**config.mk**
```make
export PLATFORM = sky130hd
export DESIGN_NAME = core_port_arbiter
export DESIGN_NICKNAME = d
export VERILOG_FILES = /design/src/rtl/cache_pkg.sv /design/src/rtl/core_port_arbiter.sv
export SDC_FILE = /design/constraint.sdc
export NUM_CORES = 1
export LEC_CHECK = 0
export BUFFER_PORTS_ARGS = -buffer_cell sky130_fd_sc_hd__buf_2
export CAP_MARGIN = 20
export CORE_MARGIN = 8
export CORE_UTILIZATION = 46
export DETAILED_ROUTE_END_ITERATION = 10
export MAX_ROUTING_LAYER = met4
export PLACE_DENSITY = 0.81
export SLEW_MARGIN = 20
export SYNTH_ARGS = -nofsm -noshare
export SYNTH_HDL_FRONTEND = slang
export SYNTH_SLANG_ARGS = --single-unit
```
**constraint.sdc**
```tcl
create_clock -name clk -period 1.8 [get_ports clk]
set_input_delay 0.27 -clock clk [delete_from_list [all_inputs] [get_ports clk]]
set_output_delay 0.27 -clock clk [all_outputs]
set_load 0.005 [all_outputs]
```
**src/rtl/cache_pkg.sv**
```systemverilog
// Shared types and response codes for the cache front-end port arbiter.
package cache_pkg;

   typedef enum logic [1:0] {
      ST_IDLE  = 2'b00,
      ST_ISSUE = 2'b01,
      ST_WAIT  = 2'b10
   } arb_state_t;

   localparam logic [1:0] RESP_OKAY   = 2'b00;
   localparam logic [1:0] RESP_SLVERR = 2'b10;

endpackage

```
**src/rtl/core_port_arbiter.sv**
```systemverilog
// Round-robin arbiter sharing the blocking cache core port between two requesters,
// with a response watchdog that synthesizes SLVERR when downstream goes silent.
module core_port_arbiter
   import cache_pkg::*;
#(
   parameter int ADDR_WIDTH     = 32,
   parameter int DATA_WIDTH     = 32,
   parameter int TIMEOUT_CYCLES = 64
) (
   input  logic                        clk,
   input  logic                        rst_n,
   input  logic [1:0]                  rq_valid,
   output logic [1:0]                  rq_ready,
   input  logic [1:0]                  rq_we,
   input  logic [2*ADDR_WIDTH-1:0]     rq_addr,
   input  logic [2*DATA_WIDTH-1:0]     rq_wdata,
   input  logic [2*DATA_WIDTH/8-1:0]   rq_wstrb,
   output logic [1:0]                  rs_valid,
   output logic                        rs_is_write,
   output logic [DATA_WIDTH-1:0]       rs_rdata,
   output logic [1:0]                  rs_resp,
   output logic                        m_req_valid,
   input  logic                        m_req_ready,
   output logic                        m_req_we,
   output logic [ADDR_WIDTH-1:0]       m_req_addr,
   output logic [DATA_WIDTH-1:0]       m_req_wdata,
   output logic [DATA_WIDTH/8-1:0]     m_req_wstrb,
   input  logic                        m_resp_valid,
   input  logic                        m_resp_is_write,
   input  logic [DATA_WIDTH-1:0]       m_resp_rdata,
   input  logic [1:0]                  m_resp_resp,
   output logic                        timeout_err,
   output logic                        late_resp,
   output logic [1:0]                  dbg_state,
   output logic                        dbg_owner
);

   localparam int STRB_W = DATA_WIDTH / 8;
   localparam int WD_W   = (TIMEOUT_CYCLES > 2) ? $clog2(TIMEOUT_CYCLES) : 1;
   localparam logic [WD_W-1:0] WD_LAST = WD_W'(TIMEOUT_CYCLES - 1);

   arb_state_t              state_q, state_d;
   logic                    rr_ptr_q, rr_ptr_d;
   logic                    owner_q, owner_d;
   logic [WD_W-1:0]         wd_cnt_q, wd_cnt_d;
   logic                    we_q, we_d;
   logic [ADDR_WIDTH-1:0]   addr_q, addr_d;
   logic [DATA_WIDTH-1:0]   wdata_q, wdata_d;
   logic [STRB_W-1:0]       wstrb_q, wstrb_d;
   logic [1:0]              rs_valid_q, rs_valid_d;
   logic                    rs_is_write_q, rs_is_write_d;
   logic [DATA_WIDTH-1:0]   rs_rdata_q, rs_rdata_d;
   logic [1:0]              rs_resp_q, rs_resp_d;
   logic                    timeout_err_q, timeout_err_d;
   logic                    late_resp_q, late_resp_d;
   logic                    winner;

   // Contention goes to the pointer; a lone requester always wins.
   function automatic logic pick_winner(input logic [1:0] v, input logic rr);
      if (v[0] && v[1]) return rr;
      return v[1];
   endfunction

   always_comb begin
      state_d       = state_q;
      rr_ptr_d      = rr_ptr_q;
      owner_d       = owner_q;
      wd_cnt_d      = wd_cnt_q;
      we_d          = we_q;
      addr_d        = addr_q;
      wdata_d       = wdata_q;
      wstrb_d       = wstrb_q;
      rs_valid_d    = 2'b00;
      rs_is_write_d = rs_is_write_q;
      rs_rdata_d    = rs_rdata_q;
      rs_resp_d     = rs_resp_q;
      timeout_err_d = timeout_err_q;
      late_resp_d   = late_resp_q;
      rq_ready      = 2'b00;
      winner        = pick_winner(rq_valid, rr_ptr_q);

      if (m_resp_valid && (state_q != ST_WAIT)) late_resp_d = 1'b1;

      case (state_q)
         ST_IDLE: begin
            if (|rq_valid) begin
               rq_ready[winner] = 1'b1;
               owner_d = winner;
               we_d    = rq_we[winner];
               addr_d  = winner ? rq_addr[2*ADDR_WIDTH-1:ADDR_WIDTH] : rq_addr[ADDR_WIDTH-1:0];
               wdata_d = winner ? rq_wdata[2*DATA_WIDTH-1:DATA_WIDTH] : rq_wdata[DATA_WIDTH-1:0];
               wstrb_d = winner ? rq_wstrb[2*STRB_W-1:STRB_W] : rq_wstrb[STRB_W-1:0];
               state_d = ST_ISSUE;
            end
         end
         ST_ISSUE: begin
            if (m_req_ready) begin
               wd_cnt_d = '0;
               state_d  = ST_WAIT;
            end
         end
         ST_WAIT: begin
            wd_cnt_d = wd_cnt_q + 1'b1;
            // A real response beats a simultaneous watchdog expiry.
            if (m_resp_valid) begin
               rs_valid_d[owner_q] = 1'b1;
               rs_is_write_d = m_resp_is_write;
               rs_rdata_d    = m_resp_rdata;
               rs_resp_d     = m_resp_resp;
               rr_ptr_d      = ~owner_q;
               state_d       = ST_IDLE;
            end else if (wd_cnt_q == WD_LAST) begin
               rs_valid_d[owner_q] = 1'b1;
               rs_is_write_d = we_q;
               rs_rdata_d    = '0;
               rs_resp_d     = RESP_SLVERR;
               timeout_err_d = 1'b1;
               rr_ptr_d      = ~owner_q;
               state_d       = ST_IDLE;
            end
         end
         default: state_d = ST_IDLE;
      endcase
   end

   always_ff @(posedge clk) begin
      if (!rst_n) begin
         state_q       <= ST_IDLE;
         rr_ptr_q      <= 1'b0;
         owner_q       <= 1'b0;
         wd_cnt_q      <= '0;
         we_q          <= 1'b0;
         addr_q        <= '0;
         wdata_q       <= '0;
         wstrb_q       <= '0;
         rs_valid_q    <= 2'b00;
         rs_is_write_q <= 1'b0;
         rs_rdata_q    <= '0;
         rs_resp_q     <= RESP_OKAY;
         timeout_err_q <= 1'b0;
         late_resp_q   <= 1'b0;
      end else begin
         state_q       <= state_d;
         rr_ptr_q      <= rr_ptr_d;
         owner_q       <= owner_d;
         wd_cnt_q      <= wd_cnt_d;
         we_q          <= we_d;
         addr_q        <= addr_d;
         wdata_q       <= wdata_d;
         wstrb_q       <= wstrb_d;
         rs_valid_q    <= rs_valid_d;
         rs_is_write_q <= rs_is_write_d;
         rs_rdata_q    <= rs_rdata_d;
         rs_resp_q     <= rs_resp_d;
         timeout_err_q <= timeout_err_d;
         late_resp_q   <= late_resp_d;
      end
   end

   assign m_req_valid = (state_q == ST_ISSUE);
   assign m_req_we    = we_q;
   assign m_req_addr  = addr_q;
   assign m_req_wdata = wdata_q;
   assign m_req_wstrb = wstrb_q;
   assign rs_valid    = rs_valid_q;
   assign rs_is_write = rs_is_write_q;
   assign rs_rdata    = rs_rdata_q;
   assign rs_resp     = rs_resp_q;
   assign timeout_err = timeout_err_q;
   assign late_resp   = late_resp_q;
   assign dbg_state   = state_q;
   assign dbg_owner   = owner_q;

endmodule

```
==> impl_metrics.toml <==
[detailed_routing]
drt_pre_antenna_iters = 6
wl_mm = 19.8
drt_iter0_markers = 368
dr.max_layer_used = "met4"
drc = 0
ant_nets = 0
routedLengthMet1_mm = 8.37
met3_length_mm = 1.86
routed-via-count = 6213
met2_length_mm = 9.13
avgViaCountPerCell = 5.87
wl_per_cell_um = 18.7

[logic_synthesis]
avgSynthCellArea_um2 = 8.74
synthTopCellsByArea = "dfxtp_1, o311a_1, a21boi_0"
async_reset_ff_share_pct = 0
synth_cell_types = 36
synthFlopType = "dfxtp_1"
synthesis.area_um2 = 5630
synth_cells = 644
synth_edf_count = 0
yosys_warnings = 0
yosys.area.top_type = "dfxtp_1"
synth-seq-area-share_pct = 42.0
synth_seq_cells = 118
synthMostInstantiatedCell = "dfxtp_1"
synth_nets = 824
yosys-top-cells-count = "dfxtp_1, a21oi_1, and3_1, clkbuf_1"
synth_top_area_share_pct = 42.0

[cells_and_area]
seq_area_um2 = 2360
multi_input_area_um2 = 2920
layout-drive-gt1-share_pct = 39.1
area_growth_pct = 39.6
layout.nets = 1079
fillerInstances = 1005
final_area_um2 = 7850

[setup_path]
crit_type = "flop to output port"
cp_data_required_time_ns = 1.53
start_kind = "flop"
rr_worst_depth = 5
worstPathCellList = "nor2_4 > buf_6 > nand3_1 > inv_1 > buf_2"
worstSetupEndpointType = "output port"
r2r-start = "dbg_state[1]$_SDFFE_PN0P_"
ff2ff_setup_slack_ns = 0.28
cp_slowest_cell = "dfxtp_1"
worstPathMaxFanout = 14
crit_arrival_ns = 1.44
max_stage_delay_ns = 0.38
r2r_end = "rs_valid[1]$_SDFF_PN0_"

[sta]
skew_ns = 0.00925
worst_slew_pin_slew_ns = 0.398
slew_viol_final = 0
post-route-min-period_ns = 1.71
finalHoldViolCount = 0
slew_headroom_pct = 73.4
fin_crit_sh_pct = 95.0
setup_viol = 0
finalHoldWorstSlack_ns = 0.0908
fmax_mhz = 585

[power_and_ir_drop]
pwr-share-comb_pct = 17.2
switchingPower_mw = 1.93
pwr-share-seq_pct = 38.5
peakVddDrop_uv = 559
pwr-share-clk_pct = 44.3
power_leakage_nw = 3.72
switching_share_pct = 25.7
intPower_mw = 5.60
p_per_area_nw_per_um2 = 959

[global_route]
grt_start_max_net_pins = 71
grt_pass1_vias = 6046
antenna_found_initial = 1
track_usage_pct = 24.3
grt_overflow = 0
grt_first_pass_wirelength_mm = 31.0

[floorplanning]
die_h_um = 127
start_util_pct = 47.1
ios = 293
fp.dieW_um = 127
fp-row-count = 40
core_area_um2 = 12000
die_area_um2 = 16000

[outcome]
status = "completed"

[min_path]
holdCritStartpoint = "m_resp_rdata[8]"
hold_end = "rs_rdata[8]$_SDFFE_PN0P_"
hold_depth = 3
hold_path.class = "primary input to flop"

[run]
cap_violations = 0

[clock_network]
path_clk_slew_ns = 0.05
clock-root-buffer = "clkbuf_16"
cts_buffers = 17
postCtsHoldBufs = 0
tritoncts = "built"
clkSinkCount = 118
insertion_delay_ns = 0.41
clk_path_buf_depth = 2
htreeDepth = 4

[placement]
dpl_cell_area_um2 = 7220
dp_hpwl_mm = 13.9
place.port_buffers = 292
routabilityCongestion = 0.815
==> power groups by stage <==
stage / registers, mW / clock network, mW / logic [mW]
after detailed placement: 2.95 / 0 / 1.28
final: 2.90 / 3.33 / 1.29
after global placement: 2.94 / 0 / 1.27
after global routing: 2.92 / 3.51 / 1.42
after floorplan: 2.95 / 0 / 0.681
after CTS: 2.90 / 3.38 / 1.29
==> placed cells by master (no fill, tap or decap), drive strengths merged, types with 2 or more instances in the layout <==
| master | n |
|---|---|
| buf | 317 |
| dfxtp | 118 |
| a21oi | 44 |
| and3 | 43 |
| a21boi | 41 |
| o21bai | 41 |
| o311a | 41 |
| nand2 | 36 |
| o211ai | 35 |
| o21ai | 34 |
| nand4 | 31 |
| nand3 | 29 |
| a31oi | 28 |
| clkbuf | 24 |
| nor2 | 7 |
| nand2b | 5 |
| a211oi | 5 |
| mux2i | 4 |
| nand3b | 3 |
| clkinv | 3 |
| clkinvlp | 3 |
| inv | 3 |
| and4 | 2 |
| and3b | 2 |
| o21a | 2 |
| bufinv | 2 |
==> repair_timing <==
action	CTS	global route
pin swaps	0	1
endpoints found under the hold margin	0	0
endpoints found under the setup margin	1	3
cloned	0	1
buffers inserted	0	0
resized for setup	1	4
==> flip-flops by register name, indices dropped and copies added, names as in the netlist <==
register,cells
m_req_addr,32
m_req_wdata,32
rs_rdata,32
wd_cnt_q,6
m_req_wstrb,4
dbg_state,2
rs_resp,2
rs_valid,2
dbg_owner,1
late_resp,1
m_req_we,1
rr_ptr_q,1
rs_is_write,1
timeout_err,1
==> routing by layer <==
layer	vias up	global-route usage, %
met5	-	-
met4	0	10.5
met3	41	6.66
met2	346	36.6
met1	2853	29.9
li1	2973	-
==> layout make-up <==
class / instances / share of cell area [%]
antenna: 1 / 0.0319
clock buffer: 23 / 6.21
clock inverter: 8 / 1.24
inverter: 3 / 0.143
multi-input combinational: 441 / 37.1
sequential: 118 / 30.1
tap: 147 / 2.34
timing repair buffer: 318 / 22.8
==> cell families after synthesis <==
family / count (synthesis) / synth area share, %
flops: 118 / 42.0
compound gates: 273 / 34.4
fa+ha+maj: 1 / 0.222
simple gates: 163 / 15.9
mux: 4 / 0.711
buf+inv: 85 / 6.83
==> how the worst max path moves through the flow <==
stage / startpoint / endpoint
floorplan: wd_cnt_q[0]$_SDFFE_PN0P_ / rs_rdata[22]$_SDFFE_PN0P_
global placement: wd_cnt_q[0]$_SDFFE_PN0P_ / rs_valid[1]$_SDFF_PN0_
detailed placement: wd_cnt_q[0]$_SDFFE_PN0P_ / rs_valid[1]$_SDFF_PN0_
CTS: rr_ptr_q$_SDFFE_PN0P_ / rq_ready[1]
global route: dbg_state[1]$_SDFFE_PN0P_ / rq_ready[1]
finish: dbg_state[1]$_SDFFE_PN0P_ / rq_ready[1]
==> metrics by stage <==
stage               cells  worst slack, ns  utilization [%]  total power, mW  setup TNS, ns
floorplan             644            0.359                -             3.63              0
global placement     1026            0.316             60.4             4.21              0
detailed placement   1026            0.293             60.4             4.23              0
CTS                  1057          0.00327             65.3             7.56              0
global route         1059         -0.00224             65.7             7.84       -0.00224
finish               1059           0.0900             65.7             7.53              0
==> critical path: cells and delay by family, from the launching register on <==
family	cells	cell delay [ns]
flip-flops	1	0.38
buffers and inverters	3	0.35
AND/OR/NAND/NOR	2	0.29
No activity file was read; power rests on OpenSTA's default activity.
